===== config.mk =====
export PLATFORM = sky130hd
export DESIGN_NAME = dm_lsu_ctrl
export DESIGN_NICKNAME = d
export VERILOG_FILES = /design/src/rtl/dm_lsu_pkg.sv /design/src/rtl/dm_lane_mux.sv /design/src/rtl/dm_lsu_ctrl.sv
export SDC_FILE = /design/constraint.sdc
export NUM_CORES = 1
export LEC_CHECK = 0
export ABC_CLOCK_PERIOD_IN_PS = 6000
export CAP_MARGIN = 40
export CORE_ASPECT_RATIO = 0.6
export CORE_MARGIN = 4
export CORE_UTILIZATION = 40
export DETAILED_ROUTE_END_ITERATION = 8
export DONT_BUFFER_PORTS = 1
export GPL_TIMING_DRIVEN = 0
export HOLD_SLACK_MARGIN = 0.08
export PLACE_DENSITY = 0.63
export REMOVE_ABC_BUFFERS = 1
export SYNTH_ARGS = -nofsm -noshare
export SYNTH_HDL_FRONTEND = slang
export SYNTH_SLANG_ARGS = --single-unit

===== constraint.sdc =====
create_clock -name clk -period 6 [get_ports clk]
set_input_delay 0.6 -clock clk [delete_from_list [all_inputs] [get_ports clk]]
set_output_delay 0.6 -clock clk [all_outputs]
set_load 0.01 [all_outputs]

===== src/rtl/dm_lsu_pkg.sv =====
// Shared encodings for the data-memory load/store controller (dm_lsu_ctrl).
package dm_lsu_pkg;

    localparam int IDX_W_DEF = 6;

    localparam logic [1:0] SZ_B = 2'b00;
    localparam logic [1:0] SZ_H = 2'b01;
    localparam logic [1:0] SZ_W = 2'b10;

    typedef enum logic {
        IDLE  = 1'b0,
        MERGE = 1'b1
    } lsu_state_t;

endpackage


===== src/rtl/dm_lane_mux.sv =====
// Lane steering for dm_lsu_ctrl: load extract with sign/zero extension, and
// store lane merge into a word read from memory.
module dm_lane_mux import dm_lsu_pkg::*; #(
    parameter int XLEN = 32
) (
    input  logic [1:0]      size,
    input  logic [1:0]      byte_off,
    input  logic            is_unsigned,
    input  logic [XLEN-1:0] rdata,
    input  logic [15:0]     wdata,
    output logic [XLEN-1:0] load_data,
    output logic [XLEN-1:0] merged
);

    logic [7:0]  byte_lane;
    logic [15:0] half_lane;

    assign byte_lane = rdata[{byte_off, 3'b000} +: 8];
    assign half_lane = rdata[{byte_off[1], 4'b0000} +: 16];

    always_comb begin
        load_data = rdata;
        merged    = rdata;
        case (size)
            SZ_B: begin
                load_data = is_unsigned ? {{(XLEN-8){1'b0}}, byte_lane}
                                        : {{(XLEN-8){byte_lane[7]}}, byte_lane};
                merged[{byte_off, 3'b000} +: 8] = wdata[7:0];
            end
            SZ_H: begin
                load_data = is_unsigned ? {{(XLEN-16){1'b0}}, half_lane}
                                        : {{(XLEN-16){half_lane[15]}}, half_lane};
                merged[{byte_off[1], 4'b0000} +: 16] = wdata;
            end
            default: ;
        endcase
    end

endmodule


===== src/rtl/dm_lsu_ctrl.sv =====
// MEM-stage load/store controller for a word-wide data memory; sub-word stores
// use a two-cycle read-modify-write. Define DM_LSU_DBG_EN to add a debug port.
module dm_lsu_ctrl import dm_lsu_pkg::*; #(
    parameter int XLEN  = 32,
    parameter int IDX_W = IDX_W_DEF
) (
    input  logic             clk,
    input  logic             rst,
    input  logic             mem_req,
    input  logic             mem_we,
    input  logic [1:0]       mem_size,
    input  logic             mem_unsigned,
    input  logic [XLEN-1:0]  mem_addr,
    input  logic [XLEN-1:0]  mem_wdata,
    output logic [XLEN-1:0]  mem_rdata,
    output logic             mem_stall,
    output logic             mem_misalign,
    output logic [XLEN-1:0]  dm_addr,
    output logic [XLEN-1:0]  dm_wdata,
    output logic             dm_we,
`ifdef DM_LSU_DBG_EN
    input  logic             dbg_req,
    input  logic             dbg_we,
    input  logic [IDX_W-1:0] dbg_idx,
    input  logic [XLEN-1:0]  dbg_wdata,
    output logic             dbg_gnt,
    output logic [XLEN-1:0]  dbg_rdata,
`endif
    input  logic [XLEN-1:0]  dm_rdata
);

    lsu_state_t       state_q, state_d;
    logic [XLEN-1:0]  merge_q, merge_d;
    logic [IDX_W-1:0] idx_q, idx_d;
    logic [IDX_W-1:0] req_idx, dm_idx;
    logic [XLEN-1:0]  load_data, merged;
    logic             is_word, misaligned;
    logic             unused_addr_hi;

    assign req_idx        = mem_addr[IDX_W+1:2];
    assign is_word        = mem_size[1];
    assign misaligned     = ((mem_size == SZ_H) && mem_addr[0]) ||
                            (is_word && (mem_addr[1:0] != 2'b00));
    assign dm_addr        = {{(XLEN-IDX_W){1'b0}}, dm_idx};
    assign unused_addr_hi = ^mem_addr[XLEN-1:IDX_W+2];

    dm_lane_mux #(.XLEN(XLEN)) u_lane_mux (
        .size        (mem_size),
        .byte_off    (mem_addr[1:0]),
        .is_unsigned (mem_unsigned),
        .rdata       (dm_rdata),
        .wdata       (mem_wdata[15:0]),
        .load_data   (load_data),
        .merged      (merged)
    );

`ifdef DM_LSU_DBG_EN
    logic [XLEN-1:0] dbg_rdata_q, dbg_rdata_d;
    assign dbg_rdata = dbg_rdata_q;
`endif

    always_comb begin
        state_d      = state_q;
        merge_d      = merge_q;
        idx_d        = idx_q;
        dm_idx       = req_idx;
        dm_wdata     = mem_wdata;
        dm_we        = 1'b0;
        mem_rdata    = '0;
        mem_stall    = 1'b0;
        mem_misalign = 1'b0;
`ifdef DM_LSU_DBG_EN
        dbg_gnt      = 1'b0;
        dbg_rdata_d  = dbg_rdata_q;
`endif
        // NOTE: outputs are forced quiet while rst is high, so a reset landing
        // in MERGE drops the pending write instead of waiting for the flops.
        if (!rst) begin
            case (state_q)
                IDLE: begin
                    if (mem_req) begin
                        if (misaligned) begin
                            mem_misalign = 1'b1;
                        end else if (!mem_we) begin
                            mem_rdata = load_data;
                        end else if (is_word) begin
                            dm_we = 1'b1;
                        end else begin
                            mem_stall = 1'b1;
                            merge_d   = merged;
                            idx_d     = req_idx;
                            state_d   = MERGE;
                        end
                    end
`ifdef DM_LSU_DBG_EN
                    else if (dbg_req) begin
                        dbg_gnt  = 1'b1;
                        dm_idx   = dbg_idx;
                        dm_wdata = dbg_wdata;
                        dm_we    = dbg_we;
                        if (!dbg_we) begin
                            dbg_rdata_d = dm_rdata;
                        end
                    end
`endif
                end
                MERGE: begin
                    dm_we    = 1'b1;
                    dm_wdata = merge_q;
                    dm_idx   = idx_q;
                    state_d  = IDLE;
                end
                default: state_d = IDLE;
            endcase
        end
    end

    // NOTE: all state updates are non-blocking so every flop samples the
    // same pre-edge values regardless of statement order.
    always_ff @(posedge clk) begin
        if (rst) begin
            state_q <= IDLE;
            merge_q <= '0;
            idx_q   <= '0;
        end else begin
            state_q <= state_d;
            merge_q <= merge_d;
            idx_q   <= idx_d;
        end
    end

`ifdef DM_LSU_DBG_EN
    always_ff @(posedge clk) begin
        if (rst) begin
            dbg_rdata_q <= '0;
        end else begin
            dbg_rdata_q <= dbg_rdata_d;
        end
    end
`endif

endmodule


==> results.yml <==
critical_path:
  endpoint_kind: "output port"
  worstPathCellList: "inv_1 > ha_1 > nand2b_1 > o211ai_1 > buf_4 > a221o_1 > buf_8 > a21oi_1"
  worst_path_dominant_cell_family: "compound AO/OA/AOI/OAI gates"
  timing.rr.start: "state_q$_SDFF_PP0_"
  crit_buf_inv: 3
  critPathMaxFanout: 38
  crit_required_ns: 5.40
  cp_slowest_cell: "a221o_1"
  cpPeakStageDelay_ns: 0.44
  startpoint_type: "input pin"
  crit_type: "in -> out"
  worstPathArrival_ns: 2.74
  cp-startpoint: "mem_addr[1]"
placement:
  place_hpwl_mm: 9.32
  portBuffers: 0
  globalplace.congestion: 0.797
  dp_slack_ns: 2.68
  placed_area_sq_um: 3400
global_route:
  antenna_found_initial: 0
  grt_pass1_wl_mm: 19.1
  grt_usage_pct: 24.6
  grt_pass1_vias: 3139
  grt_overflow_total: 0
  grt_max_degree: 47
route:
  wl_per_cell_um: 24.5
  first_iter_violations: 231
  route.detailed.drc: 0
  drtPass1Iterations: 5
  wl_mm: 13.0
  route.antenna.remaining_nets: 0
  via_count: 3365
  viasPerCell: 6.35
layout:
  utilization_pct: 44.3
  drive_gt1_share_pct: 17.8
  area_growth_pct: 4.52
  diodes: 0
  design_area_sq_um: 3590
  layout.nets: 529
power_and_ir_drop:
  swShare_pct: 26.0
  p_leak_nw: 1.36
  p_switching_uw: 197
  power_uw: 759
  power.share.sequential_pct: 36.4
  power.density_nw_per_um2: 211
  p_comb_share_pct: 17.9
  p_int_uw: 562
  p_clk_share_pct: 45.7
  peakVddDrop_mv: 0.133
cts:
  cts_buffer_depth: 2
  cts-root-buf: "clkbuf_16"
  clk_latency_ns: 0.28
  clk_pin_slew_worst_paths_ns: 0.06
  cts_resized: 0
  cts_sinks: 39
  cts_tree: "done"
  cts_buffers: 5
  postCtsSetupBuffers: 0
  cts_hold_buf: 0
  htree_levels: 2
sta:
  min_period_over_period_pct: 55.7
  grt_setup_unrepaired: "false"
  slew_viol_final: 0
  setup_ws_ns: 2.66
  setup-tns-final_ns: 0
  period_needed_ns: 3.34
  clock_skew_ns: 0.00655
  final_hold_viol_count: 0
  worst_pin_slew_ns: 0.831
  finalSetupViolCount: 0
  timing.fmax_mhz: 299
  relSlewSlack_pct: 44.4
yosys:
  synth_area_sq_um: 3440
  ys_seq_area_share_pct: 22.7
  synth.distinct_cells: 49
  yosysWarnings: 0
  synthTopCellsByArea: "dfxtp_1 (23%), mux2_2 (12%), a221oi_1 (9.4%), buf_4 (5.7%), nand2_1 (5.1%)"
  synth-seq-cells: 39
  synth_top_area_share_pct: 22.7
  synth-async-reset-ratio_pct: 0
  synth_common_cells: "nand2_1 (47), nor2_1 (47), dfxtp_1 (39), mux2_2 (38), a221oi_1 (37)"
  yosysTopAreaCell: "dfxtp_1"
  syn_inst: 441
  synth.avg_cell_area_sq_um: 7.79
  synth_edf_count: 0
  synth_top_flop_cell: "dfxtp_1"
floorplanning:
  std_cell_rows: 25
  die_y_um: 79.8
  ios: 202
  die_w_um: 128
  die-area_sq_um: 10200
  core_sq_um: 8100
  start_util_pct: 42.4
status:
  status: "finished clean"
min_path:
  hp-class: "in -> reg"
  hp-start: "rst"
flow_run:
  maxCapViolations: 0
[layout make-up]
| class | count | area [sq um] |
|---|---|---|
| tap | 108 | 135 |
| clock inverter | 2 | 60.1 |
| fill | 825 | 4510 |
| sequential | 39 | 781 |
| multi-input combinational | 337 | 2280 |
| inverter | 28 | 105 |
| timing repair buffer | 10 | 105 |
| clock buffer | 6 | 129 |
[path summary, 6_finish.rpt]
path | endpoint | slack (ns) | cells after the start
setup / recovery | mem_rdata[16] | 2.66 | 8
hold / removal | idx_q[5]$_SDFFE_PP0P_ | 0.38 | 1
setup reg to reg | merge_q[27]$_SDFFE_PP0P_ | 4.08 | 4
hold reg to reg | idx_q[3]$_SDFFE_PP0P_ | 0.45 | 2
[power by group through the flow]
stage	Combinational (mW)	Clock, mW	Sequential (mW)
after detailed placement	0.134	0	0.282
after CTS	0.135	0.352	0.276
after global routing	0.149	0.363	0.278
after global placement	0.129	0	0.281
after floorplan	0.104	0	0.280
final	0.136	0.347	0.276
[registers in the layout (all words and copies together) (netlist names)]
register,cells
idx_q,6
state_q,1
merge_q,32
[through the flow]
step	std cells	hold slack [ns]
2_1_floorplan	404	0.428
3_3_place_gp	512	0.435
3_5_place_dp	522	0.443
4_1_cts	530	0.375
5_1_grt	530	0.372
6_report	530	0.379
[layout by cell type, fill, tap and decap left out, drive strengths merged, types with 6 or more instances in the layout]
cell / synthesis / layout
a211oi: 15 / 15
a21oi: 27 / 27
a221oi: 37 / 37
buf: 46 / 10
clkbuf: 16 / 6
conb: 1 / 26
dfxtp: 39 / 39
inv: 28 / 28
mux2: 38 / 38
mux4: 6 / 6
nand2: 47 / 47
nor2: 47 / 47
nor3: 24 / 24
o21ai: 15 / 15
o22ai: 8 / 8
[per-layer routing]
layer	global-route usage, %	wire [um]	vias up
li1	-	-	1515
met1	34.5	5610	1614
met2	38.3	5780	224
met3	7.02	1490	12
met4	3.71	105	0
met5	0	0	-
[kinds of logic (layout without fill, tap and decap cells)]
group                    Yosys count  count (layout)  synth area share (%)
AND/OR/NAND/NOR                  144             144                  19.2
AO/OA/AOI/OAI                    116             116                  25.3
buffers and inverters             90              46                  13.9
multiplexers                      46              46                  17.0
flip-flops                        39              39                  22.7
adder cells (fa/ha/maj)            5               5                  1.82
other                              1              26                 0.109
Power figures use the tool's default switching activity.
